### config.mk
export PLATFORM = sky130hd
export DESIGN_NAME = execution_mc
export DESIGN_NICKNAME = d
export VERILOG_FILES = /design/src/rtl/execution_mc.sv
export SDC_FILE = /design/constraint.sdc
export NUM_CORES = 1
export LEC_CHECK = 0
export CELL_PAD_IN_SITES_DETAIL_PLACEMENT = 0
export CELL_PAD_IN_SITES_GLOBAL_PLACEMENT = 1
export CORE_UTILIZATION = 42
export CTS_CLUSTER_SIZE = 40
export DETAILED_ROUTE_END_ITERATION = 16
export GPL_TIMING_DRIVEN = 0
export PLACE_DENSITY_LB_ADDON = 0.1
export REMOVE_ABC_BUFFERS = 1
export SYNTH_ARGS = -nofsm -noshare
export SYNTH_HDL_FRONTEND = slang
export SYNTH_SLANG_ARGS = --single-unit
### constraint.sdc
create_clock -name clk -period 5.55 [get_ports clk]
set_clock_uncertainty 0.2 [all_clocks]
set_input_delay 0.555 -clock clk [delete_from_list [all_inputs] [get_ports clk]]
set_output_delay 0.555 -clock clk [all_outputs]
set_load 0.005 [all_outputs]
### src/rtl/execution_mc.sv
// execution_mc: multi-cycle execute stage.
// ALU ops and branches resolve in the cycle they are presented. MUL runs through an
// iterative shift-add datapath. DIV/DIVU/REM/REMU run through a restoring shift-subtract
// datapath. Both hold the pipeline via hold_en until the result is written back.
// Optional feature macro: EXEC_MC_DIV_EN builds in the divider. Without it, DIV/DIVU/REM/REMU
// decode as unknown instructions.
//
// Handshake: an instruction is consumed in any IDLE cycle where in_valid=1. While hold_en=1,
// the upstream stage must keep inst/op1/op2 stable. The cycle after hold_en drops, the
// upstream stage may present the next instruction. In DONE, the held instruction is still
// present and is ignored.
module execution_mc #(
    parameter int XLEN  = 32,
    parameter int CNT_W = 6
) (
    input  logic            clk,
    input  logic            rst,
    input  logic            in_valid,
    input  logic [31:0]     inst,
    input  logic [XLEN-1:0] inst_addr,
    input  logic [XLEN-1:0] op1,
    input  logic [XLEN-1:0] op2,
    output logic [XLEN-1:0] rd_data,
    output logic            rd_we,
    output logic [XLEN-1:0] jump_addr,
    output logic            jump_en,
    output logic            hold_en,
    output logic            busy
);

    typedef enum logic [1:0] {
        IDLE = 2'd0,
        CALC = 2'd1,
        DONE = 2'd2
    } state_t;

    localparam logic [6:0] OPC_OP_IMM = 7'b0010011;
    localparam logic [6:0] OPC_OP     = 7'b0110011;
    localparam logic [6:0] OPC_BRANCH = 7'b1100011;
    localparam logic [6:0] F7_BASE    = 7'b0000000;
    localparam logic [6:0] F7_SUB     = 7'b0100000;
    localparam logic [6:0] F7_MULDIV  = 7'b0000001;
    localparam logic [CNT_W-1:0] CNT_INIT = CNT_W'(XLEN - 1);

    state_t state, state_next;

    logic [6:0] opcode;
    logic [6:0] funct7;
    logic [2:0] funct3;
    logic       unused_fields;

    assign opcode = inst[6:0];
    assign funct3 = inst[14:12];
    assign funct7 = inst[31:25];
    // Register specifiers are resolved upstream. Only operand values reach this stage.
    assign unused_fields = ^inst[24:15];

    logic is_addi, is_add, is_sub, is_branch, is_mop, br_taken;
    logic [12:0]     b_imm;
    logic [XLEN-1:0] br_target;

    assign is_addi   = (opcode == OPC_OP_IMM) && (funct3 == 3'b000);
    assign is_add    = (opcode == OPC_OP) && (funct3 == 3'b000) && (funct7 == F7_BASE);
    assign is_sub    = (opcode == OPC_OP) && (funct3 == 3'b000) && (funct7 == F7_SUB);
    assign is_branch = (opcode == OPC_BRANCH) && (funct3 != 3'b010) && (funct3 != 3'b011);
`ifdef EXEC_MC_DIV_EN
    assign is_mop    = (opcode == OPC_OP) && (funct7 == F7_MULDIV) &&
                       ((funct3 == 3'b000) || funct3[2]);
`else
    assign is_mop    = (opcode == OPC_OP) && (funct7 == F7_MULDIV) && (funct3 == 3'b000);
`endif

    assign b_imm     = {inst[31], inst[7], inst[30:25], inst[11:8], 1'b0};
    assign br_target = inst_addr + XLEN'(signed'(b_imm));

    // Branch condition evaluation
    always_comb begin
        br_taken = 1'b0;
        case (funct3)
            3'b000:  br_taken = (op1 == op2);
            3'b001:  br_taken = (op1 != op2);
            3'b100:  br_taken = ($signed(op1) <  $signed(op2));
            3'b101:  br_taken = ($signed(op1) >= $signed(op2));
            3'b110:  br_taken = (op1 <  op2);
            3'b111:  br_taken = (op1 >= op2);
            default: br_taken = 1'b0;
        endcase
    end

    // Iterative datapath registers.
    // acc: product (MUL) or partial remainder (DIV/REM).
    // a_q: multiplicand (MUL), or dividend shifting out while quotient bits shift in (DIV).
    // b_q: multiplier shifting out MSB-first (MUL), or divisor magnitude (DIV).
    logic [XLEN-1:0]  acc, a_q, b_q, result;
    logic [CNT_W-1:0] cnt;

`ifdef EXEC_MC_DIV_EN
    logic            is_mul_q, is_rem_q, neg_q;
    logic            signed_op, trial_ge;
    logic [XLEN-1:0] op1_mag, op2_mag, rem_sub;
    logic [XLEN:0]   trial;

    assign signed_op = (funct3 == 3'b100) || (funct3 == 3'b110);
    assign op1_mag   = (signed_op && op1[XLEN-1]) ? -op1 : op1;
    assign op2_mag   = (signed_op && op2[XLEN-1]) ? -op2 : op2;
    assign trial     = {acc, a_q[XLEN-1]};
    assign trial_ge  = (trial >= {1'b0, b_q});
    // Only used when trial >= divisor, so the difference always fits in XLEN bits.
    assign rem_sub   = trial[XLEN-1:0] - b_q;
    assign result    = is_mul_q ? acc :
                       is_rem_q ? (neg_q ? -acc : acc) :
                                  (neg_q ? -a_q : a_q);
`else
    assign result    = acc;
`endif

    // FSM state register
    always_ff @(posedge clk) begin
        if (rst) state <= IDLE;
        else     state <= state_next;
    end

    // Operand capture on accept, and one multiply or divide step per CALC cycle
    always_ff @(posedge clk) begin
        if (rst) begin
            acc <= '0;
            a_q <= '0;
            b_q <= '0;
            cnt <= '0;
`ifdef EXEC_MC_DIV_EN
            is_mul_q <= 1'b0;
            is_rem_q <= 1'b0;
            neg_q    <= 1'b0;
`endif
        end else if ((state == IDLE) && (state_next == CALC)) begin
            acc <= '0;
            cnt <= CNT_INIT;
`ifdef EXEC_MC_DIV_EN
            a_q      <= op1_mag;
            b_q      <= op2_mag;
            is_mul_q <= (funct3 == 3'b000);
            is_rem_q <= funct3[1];
            // A zero divisor keeps the all-ones quotient. The remainder follows the dividend.
            neg_q    <= funct3[1] ? (signed_op & op1[XLEN-1]) :
                        (signed_op & (op1[XLEN-1] ^ op2[XLEN-1]) & (op2 != '0));
`else
            a_q <= op1;
            b_q <= op2;
`endif
        end else if (state == CALC) begin
            cnt <= cnt - CNT_W'(1);
`ifdef EXEC_MC_DIV_EN
            if (is_mul_q) begin
                acc <= {acc[XLEN-2:0], 1'b0} + (b_q[XLEN-1] ? a_q : '0);
                b_q <= {b_q[XLEN-2:0], 1'b0};
            end else begin
                acc <= trial_ge ? rem_sub : trial[XLEN-1:0];
                a_q <= {a_q[XLEN-2:0], trial_ge};
            end
`else
            acc <= {acc[XLEN-2:0], 1'b0} + (b_q[XLEN-1] ? a_q : '0);
            b_q <= {b_q[XLEN-2:0], 1'b0};
`endif
        end
    end

    // Next state and all outputs. Every output is forced low while reset is asserted.
    always_comb begin
        state_next = state;
        rd_data    = '0;
        rd_we      = 1'b0;
        jump_addr  = '0;
        jump_en    = 1'b0;
        hold_en    = 1'b0;
        busy       = 1'b0;
        case (state)
            IDLE: begin
                if (in_valid) begin
                    if (is_addi || is_add) begin
                        rd_data = op1 + op2;
                        rd_we   = 1'b1;
                    end else if (is_sub) begin
                        rd_data = op1 - op2;
                        rd_we   = 1'b1;
                    end else if (is_branch) begin
                        hold_en   = 1'b1;
                        jump_en   = br_taken;
                        jump_addr = br_taken ? br_target : '0;
                    end else if (is_mop) begin
                        hold_en    = 1'b1;
                        state_next = CALC;
                    end
                end
            end
            CALC: begin
                hold_en = 1'b1;
                busy    = 1'b1;
                if (cnt == '0) state_next = DONE;
            end
            DONE: begin
                rd_data    = result;
                rd_we      = 1'b1;
                state_next = IDLE;
            end
            default: state_next = IDLE;
        endcase
        if (rst) begin
            state_next = IDLE;
            rd_data    = '0;
            rd_we      = 1'b0;
            jump_addr  = '0;
            jump_en    = 1'b0;
            hold_en    = 1'b0;
            busy       = 1'b0;
        end
    end

endmodule

# After elaboration in Yosys (flattened, before gate mapping)
# Cells that the tools add are included.
# word_totals
regBits	104
input_bits	131
out_inout_bits	68
# op_classes
addsub	5
magnitude_cmp	4
n_eq_ne	17
mux	46
reduce_logical	16
# ops
cell	n
2-to-1 mux 32 bit	14
adder 32 bit	3
greater-or-equal comparator 32 bit	2
< comparator 32 bit	2
case mux 32 bit (2 select lines)	1
equality test 32 bit	1
inequality test 32 bit	1
subtractor 32 bit	1
2-to-1 mux 1 bit	18
equality test 7 x 6 -> 1 bit (second input constant)	2
2-to-1 mux 2 bit	7
equality test 3 bit (second input constant)	4
2-to-1 mux 5 bit	2
logical AND 1 bit	9
equality test 7 x 1 -> 1 bit (second input constant)	1
equality test 7 x 5 -> 1 bit (second input constant)	1
equality test 7 bit (second input constant)	1
zero test 7 bit	1
zero test 6 bit	1
inequality test 3 x 2 -> 1 bit (second input constant)	2
case mux 1 bit (6 select lines)	1
subtractor 6 x 1 -> 6 bit (second input constant)	1
equality test 2 x 1 -> 1 bit (second input constant)	2
case mux 1 bit (2 select lines)	2
8 further kinds	8

# Longest topological paths before layout
# Gate-level depths: netlist of run 1.
# depth
word_depth	13
ltp_mapped	15

# Least setup slack after synthesis of run 1
# No wires, ideal clock.
# synth_timing
kind	input to output
startpoint	input op1[0]
endpoint	output jump_addr[22]
t_arrival_ns	3.199
required_time_ns	4.795
setup_slack_ns	1.596
cell_stages	15
path_cell_list	inv_1 -> ha_1 -> inv_1 -> fa_1 -> a21o_1 -> a31oi_2 -> o221ai_2 -> o31a_1 -> and3_4 -> a21oi_2 -> mux2_1 -> nor2_1 -> a311o_1 -> buf_2 -> nor2_1
# synth_via
elab_chain_len	9
# synth_rtl
item	line_no	text
start: declaration	21	input logic [XLEN-1:0] op1,
greater-or-equal comparator 32 bit (tied with other cells)	85	3'b111: br_taken = (op1 >= op2);
case mux 1 bit (6 select lines) (*)	79	case (funct3)
2-to-1 mux 32 bit (*)	188	jump_addr = br_taken ? br_target : '0;
2-to-1 mux 32 bit (*)	185	end else if (is_branch) begin
2-to-1 mux 32 bit (*)	182	end else if (is_sub) begin
2-to-1 mux 32 bit (*)	179	if (is_addi || is_add) begin
2-to-1 mux 32 bit (*)	178	if (in_valid) begin
2-to-1 mux 32 bit (*)	176	case (state)
2-to-1 mux 32 bit (*)	207	if (rst) begin
end: declaration	25	output logic [XLEN-1:0] jump_addr,
# Mark *: on every way between the ends. The rest lies on a longest branch, timed or not.

# Worst setup path after layout of run 1
# layout_timing
startpoint	input op1[10]
endpoint	output jump_addr[24]
# The elaborated chain is that of the path after synthesis.

==> results.md, run 1 <==
- The count of synthesis-stage warnings from yosys is 0.
- The required time of the worst setup path is 4.80 ns.
- Counting distinct cell types in the post-synthesis netlist gives 85.
- The post-CTS clock slew at the launch and capture registers of the worst setup and hold paths is 0.08 ns.
- The critical path endpoint category is a primary output.
- The top cell types in the final layout, fill and taps aside, are sky130_fd_sc_hd__nand2_1, sky130_fd_sc_hd__a21oi_1, sky130_fd_sc_hd__clkdlybuf4s50_1.
- Synthesis handed over a netlist of 1580 instances.
- The count of final hold-check violations is 0.
- Counting flops and latches in the post-synthesis netlist gives 104.
- Entering global routing, the biggest net connects 85 pins.
- The number of global-route vias before repair is 10840.
- Dividing the final minimum period by the clock period gives 0.9772.
- In this run the cell area of the synthesized design comes to 0.01117 mm².
- From bottom edge to top edge, the die measures 165.1 µm.
- The clock drives 104 sinks.
- The share of total power dissipated in combinational logic is 0.338.
- Of the total power, the share spent switching nets is 0.3621.
- At the pin with the least slew margin, the transition time is 1.162 ns.
- The hold slack is 0.2539 ns.
- At the end of the flow, the number of nets in the layout was 1970.
- The flow ran to the end, and the final reports show no timing, DRC or antenna violations.
- The share of total power in the clock network is 0.315.
- Wires add up to 38560 µm.
- The CTS tree is built.
- sky130_fd_sc_hd__dfxtp_1 takes more of the synthesized area than any other cell.
- The leakage power is 5.414 nW.
- Averaged over all synthesized cells, the footprint is 7.068 µm².
- The finished layout holds 2053 standard cells, fillers aside.
- After floorplanning, the core was divided into 59 placement rows.
- The die footprint is 0.02725 mm².
- The power spent charging and discharging nets is 0.7765 mW.
- Of the synthesized area, sequential elements account for 0.1864.
- Measured against its own limit, the worst slew margin works out to 0.2251.
- Setup violations remaining at the end of the flow were counted as 0.
- The portion of synthesized cell area occupied by the leading cell type is 0.1864.
- The internal power consumption is 1.368 mW.
- The worst hold path belongs to the class reg2reg.
- In the final layout, the share of cells above drive strength 1 is 0.04257.
- The largest buffer count on any clock path is 2.
- Summing internal, switching and leakage power gives 2.145 mW.
- After detailed routing, the number of vias per cell comes to 5.745.
- Pin placement for this block handled 199 I/O pins.
- The worst-case setup margin in the final layout is 0.1263 ns.
- The commonest non-fill, non-tap cell in the layout is sky130_fd_sc_hd__nand2_1.
- The number of enable flip-flop cells after synthesis is 0.
- Detailed placement ended at an HPWL of 29800 µm.
- The floorplan step set the die width to 165.1 µm.
- The count of hold buffers inserted by post-cts repair is 0.
- Along the worst path, the maximum fanout reaches 10.
- After routing, the total negative slack on setup checks comes to 0 ns.
- STA puts the critical path data arrival time at 4.67 ns.
- The area of the core region is 0.02606 mm².
- The count of pins over their slew limit is 0.
- The summed area of non-filler cells in the final layout is 0.01369 mm².
- The fraction of synthesis flops using an asynchronous set or reset pin is 0.
- The number of H-tree levels is 3.
- The count of antenna-violating nets left after detailed routing is 0.
- Across the VDD grid, the largest voltage drop is 0.1638 mV.
- The class of the most critical setup path is in2out.
- The portion of total power attributed to sequential cells is 0.348.
- Timing would allow up to 0.1844 GHz.
- The type of origin of the critical path is a primary input.
- The synthesis-to-finish area growth is 22.61%.
- The total grt overflow is 0.
- The overall track demand over capacity in global routing is 0.2752.
- OpenSTA, run right after detailed placement, puts the worst setup slack at -1.285 ns.
- The global-route wire length before repair is 58680 µm.
- Dividing total power by cell area gives a power density of 156.6 mW/mm².
- The final routed wire length divided by cell count is 18.78 µm.
- Counting the buffers created by CTS gives 9.
- The count of max-cap constraint violations is 0.
- Ranked by total cell area, the synthesized netlist is headed by sky130_fd_sc_hd__dfxtp_1, sky130_fd_sc_hd__ha_1, sky130_fd_sc_hd__a21oi_1.
- Once layout is complete, the utilization of the core stands at 0.5255.
- Port buffering added 188 buffers.
- The final period demand of the worst path is 5.424 ns.
- The initial utilization of the core area, before any placement, comes to 0.4286.
- The root buffer cell is sky130_fd_sc_hd__clkbuf_16.
- Among all flip-flop cells after synthesis, the most frequent one is sky130_fd_sc_hd__dfxtp_1.
- The via count is 11800.
- The detailed-routing iteration count for the pre-antenna-repair pass is 7.
- The total cell area at the placement stage is 0.01328 mm².
- The weighted congestion reported at the end of routability-driven placement is 0.9282.
- The initial antenna violation count is 2.
- The clock latency of the later-clocked register in the worst-skew pair is 0.37 ns.
- The detailed-route DRC error count is 0.
- The number of placed instances, taps included, is 2030.
- The detailed router finished its first iteration with 987 violations.
## power groups by stage
stage / clock network (mW) / registers [mW] / logic, mW
floorplan: 0 / 0.763 / 0.441
global placement: 0 / 0.763 / 0.699
detailed placement: 0 / 0.763 / 0.698
CTS: 0.687 / 0.745 / 0.704
global route: 0.708 / 0.745 / 0.792
finish: 0.675 / 0.745 / 0.725
## registers in the layout (all words and copies together) (netlist names)
| signal | flops |
|---|---|
| cnt | 6 |
| acc | 32 |
| a_q | 32 |
| b_q | 32 |
| state | 2 |
## kinds of logic after synthesis
group,synth area share
simple gates,0.2386
compound gates,0.2980
buf+inv,0.06139
fa+ha+maj,0.1472
flops,0.1864
xor+xnor,0.06195
mux,0.006386
## critical path: stages
cell and delay (ns):
sky130_fd_sc_hd__clkdlybuf4s50_1 0.54, sky130_fd_sc_hd__ha_2 0.52, sky130_fd_sc_hd__and3_1 0.24, sky130_fd_sc_hd__nand3_1 0.15, sky130_fd_sc_hd__nor4_2 0.49, sky130_fd_sc_hd__nand2_2 0.22, sky130_fd_sc_hd__xor2_1 0.18, sky130_fd_sc_hd__nor2_1 0.09
sky130_fd_sc_hd__o21ai_0 0.28, sky130_fd_sc_hd__a311o_2 0.51, sky130_fd_sc_hd__buf_12 0.16, sky130_fd_sc_hd__a2111oi_4 0.18, sky130_fd_sc_hd__clkdlybuf4s50_1 0.55
## worst paths after layout
path | from | endpoint | slack [ns] | cells past startpoint
setup / recovery | op1[10] | jump_addr[24] | 0.13 | 13
hold / removal | a_q[17] | a_q[17] | 0.25 | 2
setup reg to reg | state[1] | acc[17] | 0.99 | 6
hold reg to reg | a_q[17] | a_q[17] | 0.25 | 2
## final cells by class
type	instances	area [µm²]
clock buffer	10	229.0
sequential	104	2082
fill	2660	12370
antenna	3	7.507
tap	335	419.2
timing repair buffer	201	2057
inverter	91	341.6
clock inverter	6	55.05
multi-input combinational	1303	8502
## per-layer routing
metal	wire length [µm]	vias to the layer above	track usage
met5	0	-	0
met1	18540	5454	0.3945
li1	-	5931	-
met2	16590	374	0.4306
met3	2791	36	0.03521
met4	646	0	0.07006
## repair_timing
action	CTS	global route
setup buffers	0	3
pin swaps	1	2
resized for setup	6	12
cloned	0	1
endpoints found under the setup margin	60	37
## Yosys cell counts, types with 13 or more instances
cell / number
sky130_fd_sc_hd__dfxtp_1: 104
sky130_fd_sc_hd__nor3_1: 28
sky130_fd_sc_hd__clkbuf_1: 67
sky130_fd_sc_hd__a21oi_1: 202
sky130_fd_sc_hd__nand2b_1: 27
sky130_fd_sc_hd__nor2b_1: 14
sky130_fd_sc_hd__o21bai_1: 16
sky130_fd_sc_hd__o211ai_1: 19
sky130_fd_sc_hd__a211oi_1: 21
sky130_fd_sc_hd__nand2_1: 209
sky130_fd_sc_hd__a31oi_1: 16
sky130_fd_sc_hd__nand3_1: 43
sky130_fd_sc_hd__a21o_1: 38
sky130_fd_sc_hd__nor4_1: 13
sky130_fd_sc_hd__ha_1: 125
sky130_fd_sc_hd__o21ai_0: 88
sky130_fd_sc_hd__xor2_1: 30
sky130_fd_sc_hd__nor2_1: 122
sky130_fd_sc_hd__xnor2_1: 49
sky130_fd_sc_hd__inv_1: 90
sky130_fd_sc_hd__a22oi_1: 40
sky130_fd_sc_hd__and2_1: 35
Note: power is estimated with default switching activity, not from simulation.
==> inputs of run 2 (changes only) <==
CORE_UTILIZATION = 39   (was 42)
clock period = 5.6 ns   (was 5.55 ns; I/O delays follow)
==> run 2 against run 1 <==
- worst hold slack hardly changed
- worst setup slack improved by 0.0016 ns
- register-to-register slack better by 0.09 ns
- total power increased by 1.4%
- sequential power down 0.8%
- sequential share of layout area is essentially flat
- count of clock-buffer cells in the layout fell by 1
- die area increased by 7.6%
- critical path depth rose by 4
- first-iteration DRC count shrank 6.9%
- clock power grew 6.7%
- global-route usage decreased by 1.7 points
- critical endpoint is now jump_addr[31]
- highest routed layer unchanged
==> results.md, run 2 (synthesis gave the netlist of run 1 again) <==
- The flow ran to the end, and the final reports show no timing, DRC or antenna violations.
- The power spent charging and discharging nets is 0.7735 mW.
- The share of total power in the clock network is 0.331.
- Of the total power, the share spent switching nets is 0.3557.
- The library cell used most frequently in the layout, excluding fill and tap cells, is sky130_fd_sc_hd__nand2_1.
- The required time of the worst setup path is 4.84 ns.
- Setup repair after global routing could not meet its margin everywhere.
- The fraction of met1 tracks used by global routing is 0.3723.
- The worst IR drop on VDD is 0.1481 mV.
- The worst register-to-register path ends at acc[17].
- The root buffer cell is sky130_fd_sc_hd__clkbuf_16.
- The measured slew at the worst slew-check pin is 1.113 ns.
- TritonCTS created 9 clock buffers.
- The cell at the slowest stage of the critical path is sky130_fd_sc_hd__clkdlybuf4s50_1.
- The critical register-to-register path startpoint is state[1].
- The area of the core region is 0.02801 mm².
- The post-placement cell count is 2075.
- The count of pins over their slew limit was 0.
- In this run the tightest slew margin relative to its limit is 0.2581.
- The maximum cell stage delay along the critical path is 0.54 ns.
- Summed over all layers, the global routing overflow is 0.
- The clock passes through at most 2 buffers.
- Of the available clock period, the critical path in the final layout requires 0.9772.
- Along the worst hold path, the cell count comes to 2.
- 199 I/O pins were placed.
- The effective utilization at floorplan is 0.3987.
- The number of cells traversed by the worst register-to-register path is 6.
- Input and output buffers added on the ports amount to 188.
- The final period demand of the worst path is 5.472 ns.
- The internal power consumption is 1.401 mW.
- For this design, the CTS-stage hold fixing added 0 buffers.
- The worst hold path belongs to the class reg2reg.
- The highest fanout seen on the critical path is 17.
- The count of final hold-check violations is 0.
- The worst hold path begins at a_q[23].
- In the final routed layout, each cell accounts on average for 18.50 µm.
- The floorplan step defined a die boundary enclosing 0.02932 mm².
- Across all register-to-register paths, the minimum setup slack is 1.08 ns.
- The area growth from synthesis to layout is 23.01%.
- The maximum operating frequency is 0.1827 GHz.
- The global-route wire length before repair is 59380 µm.
- The combined buffer and inverter count along the critical path is 5.
- In this run, the number of DRC markers left after iteration 0 of detailed routing was 919.
- The number of global-route vias before repair was 11080.
- The critical path goes through clkdlybuf4s50_1, inv_1, ha_1, inv_1, fa_1, a21o_1, a31oi_2, o221ai_2, o31a_1, and3_4, a21oi_2, mux2_1, nor2_2, a311o_2, buf_12, nor4_2, clkdlybuf4s50_1.
- The number of H-tree levels is 3.
- The net count of the finished layout is 1970.
- Of the cells placed in the final design, the portion with a size suffix greater than 1 is 0.04082.
- STA classifies the critical path endpoint as a primary output.
- The register area is 0.002082 mm².
- The count of antenna-violating nets left after detailed routing is 0.
- Counting every sink on the clock net gives 104.
- Once detailed placement completed, the half-perimeter wirelength came to 30150 µm.
- The CTS tree is built.
- Row generation in the floorplan step produced 61 rows.
- For the worst-skew pair, the clock arrives at the later sink with an insertion delay of 0.37 ns.
- Using the TritonRoute via totals, the vias-per-cell ratio works out to 5.662.
- After routing, the total negative slack on setup checks comes to 0 ns.
- The type of origin of the critical path is a primary input.
- From left edge to right edge, the die measures 171.2 µm.
- The pre-antenna-repair detailed-routing pass consisted of 5 iterations.
- The chip height is 171.2 µm.
- The via count is 11870.
- The terminating pin of the worst hold path is a_q[23].
- The met3 routing resource usage after global routing is 0.03889.
- The count of max-cap constraint violations is 0.
- After global routing, the most crowded layer is met2.
- Summed over all cells, the static leakage comes to 5.443 nW.
- With fillers left out, the area of the finished cells amounts to 0.01374 mm².
- The number of standard cells in the layout, taps in and fillers out is 2096.
- In the global route stage, met2 resource usage came out at 0.3950.
- The weighted congestion reported at the end of routability-driven placement is 0.9187.
- The total cell area at the placement stage is 0.01334 mm².
- After detailed routing, the number of remaining DRC violations is 0.
- The class of the most critical setup path is in2out.
- The initial antenna violation count is 2.
- The share of total power dissipated in sequential elements is 0.340.
- The combined area of the multi-input logic cells is 0.008478 mm².
- Setup violations remaining at the end of the flow were counted as 0.
- The arrival time of data at the critical path endpoint is 4.71 ns.
- The overall track demand over capacity in global routing is 0.2581.
- The aggregate routed wire length is 38780 µm.
- The total power is 2.175 mW.
- The combinational power share is 0.329.
- The power density over the cells is 158.3 mW/mm².
- Entering global routing, the biggest net connects 85 pins.
- In the final layout, the registers with the most flip-flops are a_q x32, acc x32, b_q x32.
- The top cell types in the final layout, fill and taps aside, are sky130_fd_sc_hd__nand2_1, sky130_fd_sc_hd__a21oi_1, sky130_fd_sc_hd__clkdlybuf4s50_1.
- The count of filler cells inserted in the layout is 2952.
- The post-CTS clock slew at the launch and capture registers of the worst setup and hold paths is 0.08 ns.
- The family with the most delay on the worst path is compound AO/OA/AOI/OAI gates.
## run 2: cell types whose count changed in the layout (fill, tap and decap cells not counted), sizes merged
cell / delta
dlymetal6s2s: +1
clkinv: +1
clkbuf: -1
inv: -1
bufinv: +1
clkdlybuf4s50: -1
## run 2: layout make-up
cell class / count / share of cell area
multi-input combinational: 1303 / 0.6171
sequential: 104 / 0.1515
timing repair buffer: 201 / 0.1484
tap: 378 / 0.03443
inverter: 91 / 0.02486
clock buffer: 9 / 0.01639
clock inverter: 7 / 0.006740
antenna: 3 / 0.0005464
## run 2: stage by stage
stage / hold slack (ns) / util / worst slack [ns]
6_report: 0.2541 / 0.4905 / 0.1279
5_1_grt: 0.2732 / 0.4903 / -0.06428
4_1_cts: 0.2537 / 0.4878 / 0.04383
3_5_place_dp: 0.2424 / 0.4762 / -1.460
3_3_place_gp: 0.2390 / 0.4705 / -12.79
2_1_floorplan: 0.2257 / - / -3.023
## run 2: worst reg2reg max path: cells and delay by family, from the launching register on
kind | cells | cell delay (ns)
compound gates | 1 | 0.30
flops | 1 | 0.47
simple gates | 5 | 3.45
## run 2: what timing repair did
item,4_1_cts,5_1_grt
gates cloned,0,1
setup endpoints to repair,59,35
pin swaps,1,1
buffers inserted,0,1
resized for setup,5,11
## run 2: power by group through the flow
stage	Clock, mW	Combinational, mW	Sequential [mW]
after floorplan	0	0.437	0.756
after global placement	0	0.696	0.756
after detailed placement	0	0.695	0.756
after CTS	0.737	0.700	0.739
after global routing	0.758	0.784	0.739
final	0.720	0.716	0.739
## run 2: metal layers
metal	wire length, µm	up-vias
li1	-	5936
met1	18710	5527
met2	16630	372
met3	2736	33
met4	700	0
met5	0	-
## run 2: how the worst max path moves through the flow
stage,endpoint,depth (start not counted),startpoint
floorplan,busy,6,in_valid
global placement,b_q[29],6,rst
detailed placement,busy,12,inst[31]
CTS,jump_addr[31],16,op1[0]
global route,jump_addr[31],17,op1[0]
finish,jump_addr[31],17,op1[0]
